`src/rtl/path_delay_pkg.sv`:
```
// Shared types for the path_delay_filter slice.
//   pd_state_e : FSM states of the single-pending-event path model
//   pd_cfg_t   : configuration snapshot (rise/fall delay, reject limit,
//                pulse style, cancelled-pulse visibility)
//   pd_pick_delay : selects the rise or fall delay for a given target level
package path_delay_pkg;

  localparam int PD_DELAY_W = 8;

  typedef enum logic [1:0] {
    IDLE     = 2'd0,
    PEND     = 2'd1,
    ERR_WAIT = 2'd2,
    ERR_SHOW = 2'd3
  } pd_state_e;

  typedef struct packed {
    logic [PD_DELAY_W-1:0] rise;
    logic [PD_DELAY_W-1:0] fall;
    logic [PD_DELAY_W-1:0] reject;
    logic                  ondetect;
    logic                  showcancel;
  } pd_cfg_t;

  // A transition towards 1 uses the rise delay, towards 0 the fall delay.
  function automatic logic [PD_DELAY_W-1:0] pd_pick_delay(input pd_cfg_t cfg,
                                                         input logic    tgt);
    return tgt ? cfg.rise : cfg.fall;
  endfunction

endpackage

```
`src/rtl/pd_sat_counter.sv`:
```
// Saturating load/decrement/increment counter.
//   clk, rst  : clock, synchronous active-high reset (count -> 0)
//   load      : load load_val (highest priority)
//   dec       : decrement, sticks at 0
//   inc       : increment, sticks at all-ones
//   cnt       : current count
module pd_sat_counter
  import path_delay_pkg::*;
#(
  parameter int W = PD_DELAY_W
) (
  input  logic         clk,
  input  logic         rst,
  input  logic         load,
  input  logic [W-1:0] load_val,
  input  logic         dec,
  input  logic         inc,
  output logic [W-1:0] cnt
);

  localparam logic [W-1:0] CNT_MAX = '1;

  logic [W-1:0] cnt_q;
  logic [W-1:0] cnt_d;

  always_comb begin
    cnt_d = cnt_q;
    if (load) begin
      cnt_d = load_val;
    end else if (dec) begin
      if (cnt_q != '0) cnt_d = cnt_q - W'(1);
    end else if (inc) begin
      if (cnt_q != CNT_MAX) cnt_d = cnt_q + W'(1);
    end
  end

  always_ff @(posedge clk) begin
    if (rst) cnt_q <= '0;
    else     cnt_q <= cnt_d;
  end

  assign cnt = cnt_q;

endmodule

```
`src/rtl/path_delay_filter.sv`:
```
// One specify-block module path modelled in clock cycles.
// The 1-bit path input is delayed by the rise/fall latency; pulses that
// are cancelled before they reach the output are either silently dropped
// (narrower than the reject limit, or noshowcancelled) or reported on
// out_err for as many cycles as the pulse was wide, either right after
// detection (ondetect) or from the edge the output would have changed
// (onevent).
//   clk, rst        : clock, synchronous active-high reset
//   in_sig          : path source
//   cfg_rise/fall   : 0->1 / 1->0 delay in cycles
//   cfg_reject      : pulse reject limit (0 = never reject)
//   cfg_ondetect    : 1 = report on detect, 0 = report at scheduled edge
//   cfg_showcancel  : 1 = report cancelled pulses on out_err
//   out_sig         : delayed path output
//   out_err         : cancelled-pulse indication
//   busy            : an event is pending or being reported
//   cancel_cnt      : saturating count of reported cancellations
module path_delay_filter
  import path_delay_pkg::*;
#(
  parameter int   DELAY_W   = PD_DELAY_W,
  parameter logic RESET_VAL = 1'b0,
  parameter int   CNT_W     = 16
) (
  input  logic               clk,
  input  logic               rst,
  input  logic               in_sig,
  input  logic [DELAY_W-1:0] cfg_rise,
  input  logic [DELAY_W-1:0] cfg_fall,
  input  logic [DELAY_W-1:0] cfg_reject,
  input  logic               cfg_ondetect,
  input  logic               cfg_showcancel,
  output logic               out_sig,
  output logic               out_err,
  output logic               busy,
  output logic [CNT_W-1:0]   cancel_cnt
);

  localparam logic [DELAY_W-1:0] ONE     = DELAY_W'(1);
  localparam logic [CNT_W-1:0]   CNT_MAX = '1;

  pd_state_e          state_q, state_d;
  pd_cfg_t            cfg_q, cfg_d;
  logic               in_q, in_d;
  logic               out_q, out_d;
  logic               tgt_q, tgt_d;
  logic [CNT_W-1:0]   cancel_cnt_q, cancel_cnt_d;

  logic [DELAY_W-1:0] sched_delay;
  logic [DELAY_W-1:0] rem;
  logic [DELAY_W-1:0] w;
  logic               rem_load, rem_dec;
  logic               w_load, w_inc, w_dec;

  // Remaining cycles until the pending event reaches out_sig.
  pd_sat_counter #(.W(DELAY_W)) u_rem (
    .clk      (clk),
    .rst      (rst),
    .load     (rem_load),
    .load_val (sched_delay),
    .dec      (rem_dec),
    .inc      (1'b0),
    .cnt      (rem)
  );

  // Width of the pulse being tracked; later reused as the error-show timer.
  pd_sat_counter #(.W(DELAY_W)) u_w (
    .clk      (clk),
    .rst      (rst),
    .load     (w_load),
    .load_val (ONE),
    .dec      (w_dec),
    .inc      (w_inc),
    .cnt      (w)
  );

  always_comb begin
    state_d      = state_q;
    cfg_d        = cfg_q;
    in_d         = in_sig;
    out_d        = out_q;
    tgt_d        = tgt_q;
    cancel_cnt_d = cancel_cnt_q;
    rem_load     = 1'b0;
    rem_dec      = 1'b0;
    w_load       = 1'b0;
    w_inc        = 1'b0;
    w_dec        = 1'b0;
    sched_delay  = pd_pick_delay(cfg_q, in_q);

    unique case (state_q)
      IDLE: begin
        // in_q is the value sampled on the previous edge, so scheduling one
        // edge later and expiring when rem hits 0 yields latency d+1.
        if (in_q != out_q) begin
          if (sched_delay == '0) begin
            out_d = in_q;
          end else begin
            tgt_d    = in_q;
            rem_load = 1'b1;
            w_load   = 1'b1;
            state_d  = PEND;
          end
        end
      end
      PEND: begin
        if (rem <= ONE) begin
          // Expiry takes priority over a reversion seen on the same edge.
          out_d   = tgt_q;
          state_d = IDLE;
        end else if (in_q != tgt_q) begin
          if (!cfg_q.showcancel || (w < cfg_q.reject)) begin
            state_d = IDLE;
          end else begin
            if (cancel_cnt_q != CNT_MAX) cancel_cnt_d = cancel_cnt_q + CNT_W'(1);
            if (cfg_q.ondetect) begin
              state_d = ERR_SHOW;
            end else begin
              // Keep counting so the report starts on the original edge.
              rem_dec = 1'b1;
              state_d = ERR_WAIT;
            end
          end
        end else begin
          rem_dec = 1'b1;
          w_inc   = 1'b1;
        end
      end
      ERR_WAIT: begin
        if (rem <= ONE) state_d = ERR_SHOW;
        else            rem_dec = 1'b1;
      end
      ERR_SHOW: begin
        if (w <= ONE) state_d = IDLE;
        else          w_dec   = 1'b1;
      end
      default: state_d = IDLE;
    endcase

    // Config tracks the inputs while idle and is frozen for the whole life
    // of an event, so the snapshot used is the one present when the
    // in_sig change was sampled.
    if (state_d == IDLE) begin
      cfg_d.rise       = cfg_rise;
      cfg_d.fall       = cfg_fall;
      cfg_d.reject     = cfg_reject;
      cfg_d.ondetect   = cfg_ondetect;
      cfg_d.showcancel = cfg_showcancel;
    end
  end

  always_ff @(posedge clk) begin
    if (rst) begin
      state_q      <= IDLE;
      cfg_q        <= '0;
      in_q         <= RESET_VAL;
      out_q        <= RESET_VAL;
      tgt_q        <= RESET_VAL;
      cancel_cnt_q <= '0;
    end else begin
      state_q      <= state_d;
      cfg_q        <= cfg_d;
      in_q         <= in_d;
      out_q        <= out_d;
      tgt_q        <= tgt_d;
      cancel_cnt_q <= cancel_cnt_d;
    end
  end

  assign out_sig    = out_q;
  assign out_err    = (state_q == ERR_SHOW);
  assign busy       = (state_q != IDLE);
  assign cancel_cnt = cancel_cnt_q;

endmodule

```
`config.mk`:
```
export PLATFORM = sky130hd
export DESIGN_NAME = path_delay_filter
export DESIGN_NICKNAME = d
export VERILOG_FILES = /design/src/rtl/path_delay_pkg.sv /design/src/rtl/pd_sat_counter.sv /design/src/rtl/path_delay_filter.sv
export SDC_FILE = /design/constraint.sdc
export NUM_CORES = 1
export LEC_CHECK = 0
export CORE_UTILIZATION = 37
export DETAILED_ROUTE_END_ITERATION = 10
export PLACE_DENSITY = 0.65
export SYNTH_ARGS = -nofsm -noshare
export SYNTH_HDL_FRONTEND = slang
export SYNTH_HIERARCHICAL = 1
export SYNTH_SLANG_ARGS = --single-unit
```
`constraint.sdc`:
```
create_clock -name clk -period 4.9 [get_ports clk]
set_input_delay 0.98 -clock clk [delete_from_list [all_inputs] [get_ports clk]]
set_output_delay 0.98 -clock clk [all_outputs]
set_load 0.1 [all_outputs]
```
# After elaboration in Yosys (flattened, before gate mapping)
# Cells that the tools add are included.
dict set report totals {
  output_inout_bits 19
  in_bits 29
  regBits 63
}
dict set report op_classes {
  addsub 4
  reduce_logical 22
  bitwise_logic 3
  n_mux 36
  order_cmp 3
  n_eq_ne 12
}
# cell count
set ops {}
lappend ops {{8-bit two-way mux} 8}
lappend ops {{1-bit two-way mux} 18}
lappend ops {{16-bit by 1-bit adder with 16-bit output (second input constant)} 1}
lappend ops {{8-bit by 1-bit less-or-equal comparator with 1-bit output (second input constant)} 2}
lappend ops {{16-bit inequality test (second input constant)} 1}
lappend ops {{8-bit nonzero test} 2}
lappend ops {{8-bit by 1-bit subtractor with 8-bit output (second input constant)} 2}
lappend ops {{2-bit two-way mux} 7}
lappend ops {{2-bit nonzero test} 6}
lappend ops {{3-bit AND reduction} 3}
lappend ops {{8-bit by 1-bit adder with 8-bit output (second input constant)} 1}
lappend ops {{8-bit zero test} 1}
lappend ops {{8-bit < comparator} 1}
lappend ops {{2-bit inequality test (second input constant)} 4}
lappend ops {{8-bit inequality test (second input constant)} 1}
lappend ops {{2-bit one-hot mux with 4 select lines} 1}
lappend ops {{3-bit nonzero test} 2}
lappend ops {{5-bit AND reduction} 1}
lappend ops {{2-bit == test (second input constant)} 2}
lappend ops {{2-bit zero test} 2}
lappend ops {{1-bit one-hot mux with 2 select lines} 2}
lappend ops {{4-bit AND reduction} 1}
lappend ops {{3-bit inequality test (second input constant)} 1}
lappend ops {{1-bit inverter} 3}
lappend ops {{other kinds (6)} 7}

# Depth between registers and ports, before layout
# Gate-level depths: netlist of run 1.
dict set report depth {
  word_depth 8
  depth_mapped 15
  mapped_depth_nobuf 15
}

# Cells and area by module
# Netlist of run 1, hierarchy kept.
# module instances seq_area_each_um2 cells_each area_per_inst_um2
set modules_own_cells {}
lappend modules_own_cells {path_delay_filter 1 940.9 302 2697.6}
lappend modules_own_cells {pd_sat_counter 2 160.2 106 855.8}

# Least setup slack after synthesis of run 1
# OpenSTA, ideal clock, no wires.
dict set report synth_timing {
  kind {flip-flop to flip-flop}
  startpoint {register state_q[0]}
  endpoint {register u_w.cnt_q[7] (netlist: u_w/cnt[7])}
  arrival_ps 3512
  period_less_slack_ps 3616
  path_stages_with_launch 9
  path_slack_ps 1284
  t_required_ps 4797
  path_buffers 1
  setup_ps 103
  path_cell_list {dfxtp_1 ha_1 a21boi_1 ha_1 clkbuf_1 and4_1 mux2_2 o31a_1 a2111oi_2}
}
dict set report synth_via {
  elab_chain_len 4
  word_cells_on_any_way 12
}
# item line
set synth_lines {}
lappend synth_lines {{start, declared} path_delay_filter.sv:42} ;# pd_state_e state_q, state_d;
lappend synth_lines {{start signal, assigned} path_delay_filter.sv:161} ;# state_q <= state_d;
lappend synth_lines {{2-bit == test (*)} n/a}
lappend synth_lines {{net out_err} path_delay_filter.sv:34} ;# output logic out_err,
lappend synth_lines {{1-bit two-way mux (*)} path_delay_filter.sv:91} ;# unique case (state_q)
lappend synth_lines {{net w_dec} path_delay_filter.sv:53} ;# logic w_load, w_inc, w_dec;
lappend synth_lines {{2-bit inequality test (no line) / 2-bit nonzero test (equally long branches)} n/a}
lappend synth_lines {{3-bit AND reduction (no line)} n/a}
lappend synth_lines {{end signal, assigned} pd_sat_counter.sv:39} ;# else cnt_q <= cnt_d;
lappend synth_lines {{end, declared} pd_sat_counter.sv:23} ;# logic [W-1:0] cnt_q;
# Mark *: on every way through the listed nets, which the timed path passes. The rest lies on a longest branch.
# A chain may end at the register's enable or synchronous reset.

# Final worst setup path of run 1
dict set report layout_timing {
  startpoint {register u_w.cnt_q[7] (netlist: u_w/cnt[7])}
  endpoint {register u_rem.cnt_q[6] (netlist: u_rem/cnt[6])}
}
dict set report layout_via {
  elab_chain_len 8
}
# item line
set layout_lines {}
lappend layout_lines {{8-bit < comparator} path_delay_filter.sv:112} ;# if (!cfg_q.showcancel || (w < cfg_q.reject)) begin
lappend layout_lines {{1-bit logical OR} path_delay_filter.sv:112}
lappend layout_lines {{1-bit two-way mux} path_delay_filter.sv:112}
lappend layout_lines {{1-bit two-way mux} path_delay_filter.sv:111} ;# end else if (in_q != tgt_q) begin
lappend layout_lines {{1-bit two-way mux} path_delay_filter.sv:107} ;# if (rem <= ONE) begin
lappend layout_lines {{1-bit one-hot mux with 2 select lines} path_delay_filter.sv:91}
lappend layout_lines {{net rem_dec} path_delay_filter.sv:52} ;# logic rem_load, rem_dec;
lappend layout_lines {{2-bit nonzero test (no line)} n/a}
lappend layout_lines {{2-bit AND reduction (no line)} n/a}
lappend layout_lines {{end signal, assigned} pd_sat_counter.sv:39}
lappend layout_lines {{end, declared} pd_sat_counter.sv:23}
# The timed path passes the listed nets, and every way through them passes these cells.

==> reports/metrics.csv, run 1 <==
stage,metric,value,unit
status,run status,"complete, but fails checks",
status,violated checks,DRC,
setup_path,CP dominant cell by count,o21ai_0,
global_route,M1 GR Usage,24.30,%
setup_path,Critical Path Start Type,register,
setup_path,CP top delay family,compound AO/OA/AOI/OAI gates,
cts,CTS Buf Count,9,
timing,RSZ-0062 raised after global routing,false,
timing,Achievable Freq,254.7,MHz
timing,max-slew violations,0,
cts,clock-pin slew on the worst setup and hold paths,0.06,ns
yosys,largest area contributor in the netlist,dfxtp_1,
cts,Post-CTS Setup Inserts,0,
global_route,global-route track usage on met3,4.374,%
setup_path,WS Path Type,reg2reg,
job,Max Cap Viol,0,
detailed_routing,DRC Markers,4,
yosys,Synth Instances,514,
finish,# diodes,0,
yosys,"Primary FF master, synth",dfxtp_1,
yosys,Unique masters post-synth,67,
global_route,gr usage total,18.28,%
finish,"non-filler cells, final",709,
floorplanning,Starting Density,38.29,%
yosys,Async SR Flop Fraction,0,%
floorplanning,die area,12360,µm²
global_route,initial antenna violation count,0,
detailed_routing,drt total wl,10540,µm
detailed_routing,DRT antenna net count,0,
yosys,synth top area cells,"dfxtp_1, nand2b_1, ha_1, mux2i_1, a21oi_1",
yosys,Synth Warn #,6,
yosys,"EDFF count, synth",0,
yosys,Synth Area per Inst,8.578,µm²
detailed_routing,DR WL/cell,14.86,µm
power_and_ir_drop,worst vdd ir,0.4006,mV
power_and_ir_drop,Power Density,588.0,nW/µm²
yosys,post-synthesis register bit count,63,
floorplanning,Die Span X,111.2,µm
floorplanning,# rows,39,
yosys,post-synthesis sequential area ratio,28.60,%
timing,Final period util,80.14,%
setup_path,CP required,5.15,ns
placed_design,hpwl dp,7593,µm
global_route,largest net degree at the start of global routing,54,
setup_path,CP endpoint kind,register,
cts,Root Buffer,clkbuf_16,
detailed_routing,Pre-Repair DR Iteration Count,7,
global_route,first-pass GRT wire length,18640,µm
setup_path,Buf/Inv on CP,1,
yosys,cell with the most instances after synthesis,dfxtp_1,
setup_path,largest fanout on the critical path,13,
finish,fraction of layout instances using a drive strength above 1,11.13,%
power_and_ir_drop,Leak,1.970,nW
global_route,GR peak layer,met2,
timing,hold_ws,0.4766,ns
global_route,vias in the first global route,3833,
yosys,area fraction of the dominant cell type after synthesis,28.60,%
finish,Sequential cell area,1261,µm²
placed_design,Final Wtd Congestion,0.8812,
setup_path,CP Data Arrival Time,4.18,ns
setup_path,CP peak stage delay,0.70,ns
timing,Final Setup Violations,0,
cts,Clock Tree Buf Depth,2,
cts,CTS tree,built,
timing,total negative slack,0,ns
timing,clock skew,0.01090,ns
finish,fin nets,616,
finish,FILL cells,1138,
floorplanning,num ports,48,
cts,H-tree depth,3,
placed_design,Placed Cells,693,
finish,multi-input logic area,2888,µm²
cts,Worst-Skew Late Latency,0.34,ns
finish,post-layout util,45.49,%
floorplanning,Core ar.,11520,µm²
yosys,synthesized area,4409,µm²
timing,Slew @ Worst Pin,0.9868,ns
power_and_ir_drop,"Power, Total",3.080,mW
setup_path,crit path max-delay cell type,nor2_1,
detailed_routing,DR iter-0 viols,300,
cts,Post-CTS Hold Buffers,0,
timing,relative slew slack,34.01,%
timing,final hold vios,0,
setup_path,CP Cell Sequence,"ha_1, and3_1, o2111a_1, a22oi_2, o21ai_1, a21oi_1, nor2_1, inv_1, fa_1, and2b_2, o21ai_0, a2111oi_0, a311oi_1, o21ai_0",
detailed_routing,Vias/cell,5.433,
detailed_routing,DR vias,3852,
yosys,Commonest cells post-synth,"dfxtp_1, nand2b_1, inv_1",
global_route,met2 Use GR,29.54,%
min_path,worst min path class,reg2reg,
timing,post-layout min period,3.927,ns
cts,Resize count post-CTS,0,
floorplanning,Die Y,111.2,µm
finish,Layout area overhead,18.81,%
placed_design,port bufs,47,
cts,clock tree sinks,63,
global_route,Overflow after GRT,0,
==> routing by layer <==
layer | vias up | share of wire (%)
li1 | 1967 | -
met1 | 1832 | 50
met2 | 44 | 46
met3 | 9 | 2.8
met4 | 0 | 1.1
met5 | - | 0
==> sequential cells by signal (all words and copies together), names as in the netlist <==
register,count
u_rem/cnt,8
in_q,1
u_w/cnt,8
out_sig,1
cfg_q,26
tgt_q,1
cancel_cnt,16
state_q,2
==> per-stage QoR <==
step	setup slack, ns	instance area (µm²)
after floorplan	1.284	4436
after global placement	1.217	4959
after detailed placement	0.9701	4959
after CTS	0.9499	5239
after global routing	0.6339	5239
final	0.9733	5239
==> report_power, final <==
group	switching, mW	internal, mW	total, mW
sequential	0.194	0.692	0.886
combinational	0.888	0.697	1.59
clock	0.261	0.348	0.610
==> worst paths after layout <==
path                                                   to  depth (start not counted)  slack, ns               startpoint
worst max register to register  u_rem/cnt[6]$_SDFFE_PP0P_                         14       0.97  u_w/cnt[7]$_SDFFE_PP0P_
worst max-delay path            u_rem/cnt[6]$_SDFFE_PP0P_                         14       0.97  u_w/cnt[7]$_SDFFE_PP0P_
worst min register to register      cfg_q[2]$_SDFFE_PP0N_                          2       0.48    cfg_q[2]$_SDFFE_PP0N_
worst min-delay path                cfg_q[2]$_SDFFE_PP0N_                          2       0.48    cfg_q[2]$_SDFFE_PP0N_
==> area by class of cell <==
type	count	area share (%)
inverter	36	2.579
clock buffer	9	4.299
sequential	63	24.07
multi-input combinational	400	55.12
timing repair buffer	51	9.458
tap	143	3.415
clock inverter	7	1.051
==> cell usage in the layout (no fill, tap or decap), drive strengths merged, types with 3 or more instances in the layout <==
cell type / count
o311ai: 3
and4: 8
a211oi: 14
dfxtp: 63
o21a: 3
mux2i: 28
mux2: 10
a21o: 12
o22ai: 7
or4: 15
a2111oi: 4
o31ai: 10
nand3: 16
nand2: 27
nand2b: 56
nor3b: 3
and2b: 4
ha: 24
o31a: 4
nor4: 8
clkdlybuf4s50: 46
a31oi: 3
nor2: 30
clkbuf: 9
nand4: 3
buf: 5
or3: 7
conb: 9
inv: 37
a21oi: 31
clkinv: 5
o21ai: 30
==> tightest hold or removal path, cell delays in order (launching register included) <==
cell and delay, ns:
dfxtp_1 0.31, nand2b_1 0.06, mux2i_1 0.05
==> cell families (layout without fill, tap and decap cells) <==
logic type	after synthesis	after routing	synth area share, %
AO/OA/AOI/OAI	135	135	21.77
XOR/XNOR	3	3	0.7663
adder cells (fa/ha/maj)	26	26	7.719
buffers and inverters	58	103	6.612
flip-flops	63	63	28.60
multiplexers	38	38	8.910
other	2	9	0.1703
AND/OR/NAND/NOR	189	189	25.45
Note: power is estimated with default switching activity, not from simulation.
==> run 2: changes to the inputs <==
- PLACE_DENSITY: 0.65 -> 0.67
- clock period: 4.9 -> 3.46 ns (I/O delays scaled with it)
==> run 2 against run 1 <==
  * The flow still finishes with violations (DRC)
  * Worst setup slack lost 0.84 ns
  * Clock power up 77%
  * Clock-buffer cell count is the same
  * First-iteration DRC count fell by 29%
  * Sequential power rose by 40%
  * Routed wire length is 4.7% higher
  * Clock skew is 0.0022 ns lower
==> reports/metrics.csv, run 2 (synthesis results as in run 1) <==
stage,metric,value,unit,change
status,run status,"complete, but fails checks",,
status,violated checks,DRC,,
setup_path,Setup crit end,u_rem/cnt[7]$_SDFFE_PP0P_,,
setup_path,Buf/Inv on CP,2,,+1
timing,Final period util,96.13,%,+16 points
detailed_routing,Pre-Repair DR Iteration Count,8,,+1
placed_design,port bufs,47,,unchanged
placed_design,hpwl dp,7959,µm,+4.8%
cts,H-tree depth,3,,unchanged
cts,clock tree sinks,63,,unchanged
power_and_ir_drop,Power Density,871.4,nW/µm²,+48%
detailed_routing,DR WL/cell,15.18,µm,+2.1%
detailed_routing,drt total wl,11040,µm,+4.7%
setup_path,crit path max-delay cell type,a221o_1,,
min_path,worst min path class,reg2reg,,
timing,clock skew,0.008750,ns,-0.002151 ns
global_route,largest net degree at the start of global routing,51,,-5.6%
floorplanning,Die Y,111.2,µm,unchanged
finish,max reg flops,26,,unchanged
power_and_ir_drop,Logic pwr share,52.1,%,+0.6 points
finish,most frequent cells in the layout,"dfxtp_1, nand2b_1, buf_4",,
cts,Post-CTS Hold Buffers,0,,unchanged
power_and_ir_drop,Leak,2.124,nW,+7.8%
setup_path,CP top delay family,compound AO/OA/AOI/OAI gates,,
power_and_ir_drop,internal power,2.843,mW,+64%
setup_path,CP peak stage delay,0.35,ns,-0.35 ns
setup_path,CP Data Arrival Time,3.56,ns,-0.62 ns
detailed_routing,DR vias,3978,,+3.3%
detailed_routing,Vias/cell,5.472,,+0.71%
floorplanning,Die Span X,111.2,µm,unchanged
floorplanning,Core ar.,11520,µm²,unchanged
finish,"leading cell type in the layout, fill and taps excluded",dfxtp_1,,
timing,relative slew slack,34.94,%,+0.93 points
power_and_ir_drop,Reg power frac,25.6,%,-3.2 points
finish,Layout area overhead,25.85,%,
cts,clock-pin slew on the worst setup and hold paths,0.06,ns,about the same
timing,total negative slack,0,ns,unchanged
timing,Slew @ Worst Pin,0.9729,ns,-0.01391 ns
finish,Top reg by flops,cfg_q,,
setup_path,WS Path Type,reg2reg,,
global_route,gr usage total,18.22,%,-0.060 points
global_route,first-pass GRT wire length,18520,µm,-0.67%
timing,max-slew violations,0,,unchanged
global_route,initial antenna violation count,0,,unchanged
cts,CTS tree,built,,
detailed_routing,DRT antenna net count,0,,unchanged
cts,Worst-Skew Late Latency,0.33,ns,about the same
power_and_ir_drop,"Power, Total",4.835,mW,+57%
cts,Root Buffer,clkbuf_16,,
setup_path,FF-to-FF setup slack,0.13,ns,-0.84 ns
detailed_routing,DRC Markers,4,,unchanged
cts,CTS Buf Count,9,,unchanged
setup_path,FF-to-FF Start,cfg_q[7]$_SDFFE_PP0N_,,
setup_path,R2R cell count,15,,+1
detailed_routing,DR iter-0 viols,212,,-29%
floorplanning,# rows,39,,unchanged
floorplanning,num ports,48,,unchanged
finish,# diodes,0,,unchanged
min_path,Hold Startpoint,cfg_q[7]$_SDFFE_PP0N_,,
cts,Clock Tree Buf Depth,2,,unchanged
power_and_ir_drop,switch share,41.21,%,-2.4 points
finish,fin nets,634,,+2.9%
power_and_ir_drop,worst vdd ir,0.4267,mV,+6.5%
power_and_ir_drop,Psw,1.993,mW,+48%
timing,post-layout min period,3.326,ns,-0.6006 ns
power_and_ir_drop,Clk pwr share,22.2,%,+2.4 points
timing,final hold vios,0,,unchanged
setup_path,Crit path depth,15,,+1
cts,Post-CTS Setup Inserts,0,,unchanged
timing,Achievable Freq,300.6,MHz,+18%
setup_path,CP Cell Sequence,"inv_1, ha_1, and3_1, a221o_1, a22oi_2, o21ai_2, a21oi_2, nor2_4, buf_6, ha_4, a2111o_1, nor2_1, mux2_4, o31a_1, a2111oi_2",,
finish,Final Cell Area,5549,µm²,+5.9%
floorplanning,die area,12360,µm²,unchanged
setup_path,CP required,3.69,ns,-1.46 ns
setup_path,r2r endpoint,u_rem/cnt[7]$_SDFFE_PP0P_,,
global_route,Overflow after GRT,0,,unchanged
job,Max Cap Viol,0,,unchanged
timing,Final Setup Violations,0,,unchanged
global_route,vias in the first global route,3877,,+1.1%
finish,post-layout util,48.19,%,+2.7 points
floorplanning,Starting Density,38.29,%,unchanged
placed_design,Final Wtd Congestion,0.8118,,-7.9%
finish,fraction of layout instances using a drive strength above 1,18.84,%,+7.7 points
placed_design,Area after DPL,5074,µm²,+2.3%
setup_path,CP startpoint,cfg_q[7]$_SDFFE_PP0N_,,
min_path,hold depth,2,,unchanged
setup_path,CP endpoint kind,register,,
setup_path,largest fanout on the critical path,7,,-6
setup_path,Critical Path Start Type,register,,
==> run 2: per-layer routing <==
metal / vias to the layer above / global-route usage, % / part of all wire (%)
met2: 68 / 31.25 / 47
met1: 1896 / 22.77 / 48
met5: - / 0 / 0
met3: 12 / 3.335 / 3.1
met4: 0 / 6.396 / 1.7
li1: 2002 / - / -
==> run 2: power groups by stage <==
stage / clock, mW / sequential [mW] / combinational (mW)
final: 1.08 / 1.24 / 2.52
after global routing: 1.12 / 1.27 / 2.77
after CTS: 1.09 / 1.22 / 2.44
after detailed placement: 0 / 1.23 / 2.39
after global placement: 0 / 1.22 / 2.32
after floorplan: 0 / 1.19 / 1.86
==> run 2: layout make-up <==
class	count	area (µm²)
fill	1084	5967
clock buffer	9	225.2
sequential	63	1262
clock inverter	7	127.6
inverter	36	135.1
timing repair buffer	69	611.8
multi-input combinational	400	3008
tap	143	178.9
==> run 2: how the worst min path moves through the flow <==
stage	to	slack, ns
detailed placement	cfg_q[6]$_SDFFE_PP0N_	0.47
floorplan	cfg_q[2]$_SDFFE_PP0N_	0.44
CTS	cfg_q[3]$_SDFFE_PP0N_	0.48
global placement	cfg_q[3]$_SDFFE_PP0N_	0.46
finish	cfg_q[7]$_SDFFE_PP0N_	0.48
global route	cfg_q[3]$_SDFFE_PP0N_	0.49
==> run 2: tightest hold or removal path: stages (launching register included) <==
cell	delay (ns)
dfxtp_2	0.32
nand2b_1	0.06
mux2i_1	0.06
==> run 2: timing repair <==
| action | in CTS | in global routing |
|---|---|---|
| pin swaps | 3 | 11 |
| gates resized for setup | 4 | 17 |
| setup endpoints to repair | 2 | 3 |
==> run 2: metrics by stage <==
| step | worst slack, ns | hold WS (ns) | instances |
|---|---|---|---|
| after floorplan | 0.04584 | 0.4439 | 521 |
| after global placement | 0.1100 | 0.4625 | 711 |
| after detailed placement | -0.03524 | 0.4701 | 711 |
| after CTS | 0.005065 | 0.4840 | 727 |
| after global routing | -0.03143 | 0.4905 | 727 |
| final | 0.1338 | 0.4800 | 727 |
